--- config.mk ---
export PLATFORM = sky130hd
export DESIGN_NAME = tpu_matmul_sequencer_flat
export DESIGN_NICKNAME = d
export VERILOG_FILES = /design/src/rtl/tpu_matmul_sequencer_if.sv /design/src/rtl/tpu_matmul_sequencer.sv /design/src/flat_wrapper.sv
export SDC_FILE = /design/constraint.sdc
export NUM_CORES = 1
export LEC_CHECK = 0
export CORE_ASPECT_RATIO = 1.2
export CORE_MARGIN = 2
export CORE_UTILIZATION = 57
export DETAILED_ROUTE_END_ITERATION = 12
export PLACE_DENSITY = 0.94
export SYNTH_ARGS = -nofsm -noshare
export SYNTH_HDL_FRONTEND = slang
export SYNTH_SLANG_ARGS = --single-unit
--- constraint.sdc ---
create_clock -name clk -period 8.7 [get_ports clk]
set_input_delay 1.74 -clock clk [delete_from_list [all_inputs] [get_ports clk]]
set_output_delay 1.74 -clock clk [all_outputs]
set_load 0.05 [all_outputs]
--- src/rtl/tpu_matmul_sequencer_if.sv ---
// Signal bundle between the matmul sequencer and its host, weight FIFO, SRAMs and TOP_tpu.
// master = host/array side (drives commands, FIFO flag, end_), slave = sequencer.
interface tpu_matmul_sequencer_if #(
    parameter int ADDRESSSIZE = 10
);
    logic                   cmd_valid;
    logic                   cmd_ready;
    logic [ADDRESSSIZE-1:0] cmd_in_base;
    logic [ADDRESSSIZE-1:0] cmd_res_base;
    logic                   fifo_empty;
    logic                   start;
    logic                   fifo_read_enable;
    logic                   we_rl;
    logic                   valid_address;
    logic [ADDRESSSIZE-1:0] sram_address;
    logic                   end_;
    logic [ADDRESSSIZE-1:0] sram_result_address;
    logic                   result_valid;
    logic                   busy;
    logic                   done;
    logic                   error;

    modport master (
        output cmd_valid, cmd_in_base, cmd_res_base, fifo_empty, end_,
        input  cmd_ready, start, fifo_read_enable, we_rl, valid_address, sram_address,
               sram_result_address, result_valid, busy, done, error
    );

    modport slave (
        input  cmd_valid, cmd_in_base, cmd_res_base, fifo_empty, end_,
        output cmd_ready, start, fifo_read_enable, we_rl, valid_address, sram_address,
               sram_result_address, result_valid, busy, done, error
    );
endinterface

--- src/rtl/tpu_matmul_sequencer.sv ---
// Command-driven sequencer for one weight-load / feed / drain / read-back pass on TOP_tpu.
// Optional macro SEQ_TIMEOUT_EN: bound the DRAIN wait by DRAIN_TIMEOUT cycles and flag error.
module tpu_matmul_sequencer #(
    parameter int ADDRESSSIZE   = 10,
    parameter int MATRIX_SIZE   = 32,
    parameter int DRAIN_TIMEOUT = 256
) (
    input  logic                         clk,
    input  logic                         rstn,
    tpu_matmul_sequencer_if.slave        bus
);

    localparam int CNT_MAX = (MATRIX_SIZE > DRAIN_TIMEOUT) ? MATRIX_SIZE : DRAIN_TIMEOUT;
    localparam int CNT_W   = $clog2(CNT_MAX) + 1;

    typedef enum logic [2:0] {
        S_IDLE,
        S_WAIT_W,
        S_WLOAD,
        S_WLATCH,
        S_FEED,
        S_DRAIN,
        S_READ,
        S_DONE
    } state_e;

    state_e                 state_q, state_d;
    logic [ADDRESSSIZE-1:0] in_base_q, in_base_d;
    logic [ADDRESSSIZE-1:0] res_base_q, res_base_d;
    logic [CNT_W-1:0]       cnt_q, cnt_d;
    logic                   end_prev_q;
    logic                   end_seen_q, end_seen_d;
    logic                   end_rise;

    logic                   cmd_ready_q, cmd_ready_d;
    logic                   busy_q, busy_d;
    logic                   start_q, start_d;
    logic                   fifo_read_enable_q, fifo_read_enable_d;
    logic                   we_rl_q, we_rl_d;
    logic                   valid_address_q, valid_address_d;
    logic [ADDRESSSIZE-1:0] sram_address_q, sram_address_d;
    logic [ADDRESSSIZE-1:0] sram_result_address_q, sram_result_address_d;
    logic                   result_valid_q, result_valid_d;
    logic                   done_q, done_d;
`ifdef SEQ_TIMEOUT_EN
    logic                   error_q, error_d;
`endif

    assign end_rise = bus.end_ & ~end_prev_q;

    always_comb begin
        // NOTE: every always_comb target gets a default first so no path can infer a latch.
        state_d    = state_q;
        in_base_d  = in_base_q;
        res_base_d = res_base_q;
        cnt_d      = cnt_q;
        end_seen_d = end_seen_q;
`ifdef SEQ_TIMEOUT_EN
        error_d    = error_q;
`endif

        // An end_ edge anywhere after the weight pop is remembered, so an early finish is not lost.
        if (state_q != S_IDLE && state_q != S_WAIT_W && end_rise) begin
            end_seen_d = 1'b1;
        end

        case (state_q)
            S_IDLE: begin
                if (bus.cmd_valid) begin
                    in_base_d  = bus.cmd_in_base;
                    res_base_d = bus.cmd_res_base;
                    end_seen_d = 1'b0;
`ifdef SEQ_TIMEOUT_EN
                    error_d    = 1'b0;
`endif
                    state_d    = bus.fifo_empty ? S_WAIT_W : S_WLOAD;
                end
            end
            S_WAIT_W: begin
                if (!bus.fifo_empty) begin
                    state_d = S_WLOAD;
                end
            end
            S_WLOAD: begin
                state_d = S_WLATCH;
            end
            S_WLATCH: begin
                state_d = S_FEED;
                cnt_d   = '0;
            end
            S_FEED: begin
                if (cnt_q == CNT_W'(MATRIX_SIZE - 1)) begin
                    state_d = S_DRAIN;
                    cnt_d   = '0;
                end else begin
                    cnt_d = cnt_q + 1'b1;
                end
            end
            S_DRAIN: begin
                if (end_seen_q || end_rise) begin
                    state_d = S_READ;
                    cnt_d   = '0;
                end
`ifdef SEQ_TIMEOUT_EN
                else if (cnt_q == CNT_W'(DRAIN_TIMEOUT - 1)) begin
                    state_d = S_DONE;
                    error_d = 1'b1;
                end else begin
                    cnt_d = cnt_q + 1'b1;
                end
`endif
            end
            S_READ: begin
                if (cnt_q == CNT_W'(MATRIX_SIZE - 1)) begin
                    state_d = S_DONE;
                end else begin
                    cnt_d = cnt_q + 1'b1;
                end
            end
            S_DONE: begin
                state_d = S_IDLE;
            end
            default: begin
                state_d = S_IDLE;
            end
        endcase

        // Outputs are decoded from the next state so the registered pins line up with the state.
        cmd_ready_d           = (state_d == S_IDLE);
        busy_d                = (state_d != S_IDLE);
        start_d               = (state_d != S_IDLE) && (state_d != S_WAIT_W);
        fifo_read_enable_d    = (state_d == S_WLOAD) || (state_d == S_WLATCH);
        we_rl_d               = (state_d == S_WLATCH);
        valid_address_d       = (state_d == S_FEED);
        sram_address_d        = (state_d == S_FEED) ? in_base_d + ADDRESSSIZE'(cnt_d) : '0;
        sram_result_address_d = (state_d == S_READ) ? res_base_d + ADDRESSSIZE'(cnt_d) : '0;
        result_valid_d        = (state_q == S_READ);
        done_d                = (state_d == S_DONE);
    end

    // NOTE: sequential state uses non-blocking assignments so every flop samples pre-edge values.
    always_ff @(posedge clk or negedge rstn) begin
        if (!rstn) begin
            state_q               <= S_IDLE;
            in_base_q             <= '0;
            res_base_q            <= '0;
            cnt_q                 <= '0;
            end_prev_q            <= 1'b0;
            end_seen_q            <= 1'b0;
            cmd_ready_q           <= 1'b1;
            busy_q                <= 1'b0;
            start_q               <= 1'b0;
            fifo_read_enable_q    <= 1'b0;
            we_rl_q               <= 1'b0;
            valid_address_q       <= 1'b0;
            sram_address_q        <= '0;
            sram_result_address_q <= '0;
            result_valid_q        <= 1'b0;
            done_q                <= 1'b0;
`ifdef SEQ_TIMEOUT_EN
            error_q               <= 1'b0;
`endif
        end else begin
            state_q               <= state_d;
            in_base_q             <= in_base_d;
            res_base_q            <= res_base_d;
            cnt_q                 <= cnt_d;
            end_prev_q            <= bus.end_;
            end_seen_q            <= end_seen_d;
            cmd_ready_q           <= cmd_ready_d;
            busy_q                <= busy_d;
            start_q               <= start_d;
            fifo_read_enable_q    <= fifo_read_enable_d;
            we_rl_q               <= we_rl_d;
            valid_address_q       <= valid_address_d;
            sram_address_q        <= sram_address_d;
            sram_result_address_q <= sram_result_address_d;
            result_valid_q        <= result_valid_d;
            done_q                <= done_d;
`ifdef SEQ_TIMEOUT_EN
            error_q               <= error_d;
`endif
        end
    end

    assign bus.cmd_ready           = cmd_ready_q;
    assign bus.busy                = busy_q;
    assign bus.start               = start_q;
    assign bus.fifo_read_enable    = fifo_read_enable_q;
    assign bus.we_rl               = we_rl_q;
    assign bus.valid_address       = valid_address_q;
    assign bus.sram_address        = sram_address_q;
    assign bus.sram_result_address = sram_result_address_q;
    assign bus.result_valid        = result_valid_q;
    assign bus.done                = done_q;
`ifdef SEQ_TIMEOUT_EN
    assign bus.error               = error_q;
`else
    assign bus.error               = 1'b0;
`endif

endmodule

--- src/flat_wrapper.sv ---
// flat-port wrapper written by rule: the top's interface ports become plain ports
module tpu_matmul_sequencer_flat 
#(
    parameter int ADDRESSSIZE   = 10,
    parameter int MATRIX_SIZE   = 32,
    parameter int DRAIN_TIMEOUT = 256
)
  (clk, rstn, bus_cmd_valid, bus_cmd_in_base, bus_cmd_res_base, bus_fifo_empty, bus_end_, bus_cmd_ready, bus_start, bus_fifo_read_enable, bus_we_rl, bus_valid_address, bus_sram_address, bus_sram_result_address, bus_result_valid, bus_busy, bus_done, bus_error);
  tpu_matmul_sequencer_if #(.ADDRESSSIZE(ADDRESSSIZE)) bus_i ();
  input  logic clk;
  input  logic rstn;
  input wire logic [$bits(bus_i.cmd_valid)-1:0] bus_cmd_valid;
  input wire logic [$bits(bus_i.cmd_in_base)-1:0] bus_cmd_in_base;
  input wire logic [$bits(bus_i.cmd_res_base)-1:0] bus_cmd_res_base;
  input wire logic [$bits(bus_i.fifo_empty)-1:0] bus_fifo_empty;
  input wire logic [$bits(bus_i.end_)-1:0] bus_end_;
  output wire logic [$bits(bus_i.cmd_ready)-1:0] bus_cmd_ready;
  output wire logic [$bits(bus_i.start)-1:0] bus_start;
  output wire logic [$bits(bus_i.fifo_read_enable)-1:0] bus_fifo_read_enable;
  output wire logic [$bits(bus_i.we_rl)-1:0] bus_we_rl;
  output wire logic [$bits(bus_i.valid_address)-1:0] bus_valid_address;
  output wire logic [$bits(bus_i.sram_address)-1:0] bus_sram_address;
  output wire logic [$bits(bus_i.sram_result_address)-1:0] bus_sram_result_address;
  output wire logic [$bits(bus_i.result_valid)-1:0] bus_result_valid;
  output wire logic [$bits(bus_i.busy)-1:0] bus_busy;
  output wire logic [$bits(bus_i.done)-1:0] bus_done;
  output wire logic [$bits(bus_i.error)-1:0] bus_error;
  assign bus_i.cmd_valid = bus_cmd_valid;
  assign bus_i.cmd_in_base = bus_cmd_in_base;
  assign bus_i.cmd_res_base = bus_cmd_res_base;
  assign bus_i.fifo_empty = bus_fifo_empty;
  assign bus_i.end_ = bus_end_;
  assign bus_cmd_ready = bus_i.cmd_ready;
  assign bus_start = bus_i.start;
  assign bus_fifo_read_enable = bus_i.fifo_read_enable;
  assign bus_we_rl = bus_i.we_rl;
  assign bus_valid_address = bus_i.valid_address;
  assign bus_sram_address = bus_i.sram_address;
  assign bus_sram_result_address = bus_i.sram_result_address;
  assign bus_result_valid = bus_i.result_valid;
  assign bus_busy = bus_i.busy;
  assign bus_done = bus_i.done;
  assign bus_error = bus_i.error;
  tpu_matmul_sequencer #(.ADDRESSSIZE(ADDRESSSIZE), .MATRIX_SIZE(MATRIX_SIZE), .DRAIN_TIMEOUT(DRAIN_TIMEOUT)) u_core (.clk(clk), .rstn(rstn), .bus(bus_i));
endmodule
==> impl_metrics.tcl <==
set metrics [dict create \
    grt_pass1_vias 2447 \
    vias_per_cell 5.81 \
    die_h_um 86.2 \
    slowest_delay_ns 0.83 \
    r2r_slack_ns 4.91 \
    ys_ff_latch 62 \
    wl_per_cell_um 15.6 \
    core_area_mm2 0.00537 \
    synthTopCellsByArea "dfrtp_1, ha_1, mux2_2" \
    dp_cells 403 \
    leakage_nw 1.91 \
    cts_buffer_depth 2 \
    worst_path_max_delay_cell "o21ai_0" \
    crit_chain "clkdlybuf4s50_1, nand2b_1, a31oi_1, o21ai_0, o21ai_1, o21ai_0, ha_1, a211oi_1, o21ai_0, a31oi_1, xnor2_1, nor2b_1" \
    dieArea_mm2 0.00625 \
    track_usage_pct 22.8 \
    antenna_found_initial 0 \
    first_pass_iters 4 \
    min_period_ns 4.83 \
    ys_types 54 \
    ys_top_cells_by_count "dfrtp_1, nor2_1, ha_1, mux2_2, a21oi_1" \
    slew_headroom_pct 33.0 \
    setup_violations 0 \
    crit_type "input pin to flip-flop" \
    syn-cell-area_mm2 0.00321 \
    fin_setup_tns_ns 0 \
    final_area_mm2 0.00392 \
    drt_iter0_markers 189 \
    final_max_slew_viol_count 0 \
    fin_cells 419 \
    powerDensity_mw_per_mm2 135 \
    netlist.area_leader.share_pct 47.6 \
    synth_edf_count 0 \
    dr_total_vias 2434 \
    grt_pass1_wl_um 11000 \
    area_delta_synth_final_pct 22.3 \
    rows 29 \
    gp_congestion 0.958 \
    wirelength_um 6530 \
    htreeDepth 3 \
    finalCritPeriodShare_pct 55.5 \
    grt-ovfl-total 0 \
    post_cts_resized 0 \
    ir_worst_vdd_mv 0.0920 \
    cts_tree "built" \
    hold_buffers 0 \
    cts.clk_slew.worst_paths_ns 0.06 \
    max_slew.worst_pin.slew_ns 0.994 \
    pre_cts_slack_ns 3.59 \
    design.portCount 54 \
    max_cap_violations 0 \
    syn_avg_cell_area_um2 10.8 \
    final_antenna_net_count 0 \
    rsz0062_at_grt "false" \
    insertion_delay_ns 0.34 \
    cts.sinks 62 \
    yosys_warnings 0 \
    cts_setup_buffers 0 \
    placed_area_mm2 0.00375 \
    start_kind "input pin" \
    yosysMostFrequentCell "dfrtp_1" \
    cp.buffers_inverters 1 \
    fill_cells 373 \
    dp_hpwl_um 4680 \
    die_w_um 72.5 \
    cts-root-buf "clkbuf_8" \
    cp_common_cell "o21ai_0" \
    synthArstFlopShare_pct 100 \
    fin_nets 399 \
    skew_ns 0.00749 \
    cp.arrival_ns 5.09 \
    io_buffers 52 \
    setup_ws_ns 3.87 \
    hold_class "flip-flop to flip-flop" \
    worstPathRequired_ns 8.96 \
    critPathCaptureType "flip-flop" \
    grt_max_degree 63 \
    synthCells 296 \
    final_layout_size_suffix_gt1_share_pct 12.6 \
    yosysSeqAreaShare_pct 48.4 \
    max_clock_freq_mhz 207 \
    drc_errors 0 \
    cts_buffers 9 \
    path_delay_family "compound AO/OA/AOI/OAI gates" \
    antennaDiodeCount 0 \
    status "completed" \
    hold_viol 0 \
    ys.flop_type "dfrtp_1" \
    yosysTopAreaCell "dfrtp_1" \
    critPathMaxFanout 6 \
    start_util_pct 59.7 \
    synth.net_count 343 \
]
-- cells in the final DEF, fill, tap and decap left out, types with 3 or more instances in the layout --
| cell type | instances |
|---|---|
| and3_1 | 3 |
| nor2_1 | 28 |
| xor2_1 | 7 |
| nand3_1 | 6 |
| nor2b_1 | 3 |
| ha_1 | 20 |
| a21oi_1 | 17 |
| clkbuf_8 | 11 |
| clkbuf_1 | 3 |
| xnor2_1 | 6 |
| nand2_1 | 16 |
| nor3_1 | 8 |
| nand2b_1 | 5 |
| o21a_1 | 3 |
| inv_1 | 15 |
| a211oi_1 | 5 |
| mux2_2 | 20 |
| a21o_1 | 6 |
| clkdlybuf4s50_1 | 51 |
| o21ai_0 | 14 |
| a31oi_1 | 5 |
| dfrtp_1 | 61 |
-- state kept, by name, indices dropped and copies added (netlist names) --
signal                          count
u_core.bus.cmd_ready                1
u_core.bus.fifo_read_enable         1
u_core.in_base_q                   10
u_core.state_q                      3
u_core.end_prev_q                   1
u_core.bus.busy                     1
u_core.bus.valid_address            1
u_core.bus.sram_address            10
u_core.cnt_q                        9
u_core.res_base_q                  10
u_core.bus.start                    1
u_core.bus.result_valid             1
u_core.bus.sram_result_address     10
u_core.end_seen_q                   1
u_core.bus.done                     1
u_core.bus.we_rl                    1
-- worst reg2reg max path, delay by kind of cell, from the launching register on --
| kind | cells | cell delay (ns) |
|---|---|---|
| xor gates and xnor gates | 1 | 0.13 |
| adders and majority gates | 1 | 0.39 |
| and+or+nand+nor | 2 | 0.59 |
| AOI/OAI and AO/OA | 7 | 2.17 |
| DFF | 1 | 0.45 |
-- final timing paths --
check | from | end | depth (start not counted)
max in group asynchronous | rstn | u_core.bus.sram_address[5] | 2
min in group asynchronous | rstn | u_core.res_base_q[4] | 2
max | bus_end_ | u_core.bus.sram_result_address[9] | 12
max reg2reg | u_core.cnt_q[5] | u_core.bus.sram_result_address[9] | 11
min reg2reg | u_core.res_base_q[5] | u_core.res_base_q[5] | 1
min | u_core.res_base_q[5] | u_core.res_base_q[5] | 1
-- where the power goes --
| group | switching, mW | internal, mW |
|---|---|---|
| sequential | 0.000108 | 0.289 |
| combinational | 0.00877 | 0.00985 |
| clock | 0.103 | 0.118 |
-- layer usage --
layer / global-route usage, % / wire [um] / vias to the layer above
li1: - / - / 1162
met1: 27.4 / 2680 / 1155
met2: 37.2 / 3220 / 92
met3: 5.35 / 347 / 25
met4: 13.3 / 280 / 0
met5: 0 / 0 / -
-- final cells by class --
class | count | area, um^2 | area share (%)
Clock buffer | 14 | 163 | 4.15
Clock inverter | 2 | 10.0 | 0.255
Inverter | 15 | 56.3 | 1.44
Multi-Input combinational cell | 211 | 1540 | 39.3
Sequential cell | 62 | 1550 | 39.6
Tap cell | 62 | 77.6 | 1.98
Timing Repair Buffer | 53 | 523 | 13.3
-- metrics by stage --
stage	util (%)	hold WS (ns)	power [mW]
floorplan	-	0.474	0.296
global placement	69.8	0.483	0.313
detailed placement	69.8	0.489	0.313
CTS	73.0	0.503	0.534
global route	73.0	0.520	0.546
finish	73.0	0.501	0.529
-- kinds of logic after synthesis --
family	Yosys count	synth area share, %
buffers and inverters	23	3.59
adder cells (fa/ha/maj)	22	9.05
other	1	0.117
AND/OR/NAND/NOR	89	14.8
flip-flops	62	48.4
AO/OA/AOI/OAI	66	13.5
XOR/XNOR	13	3.55
multiplexers	20	7.02
Power figures use the tool's default switching activity.
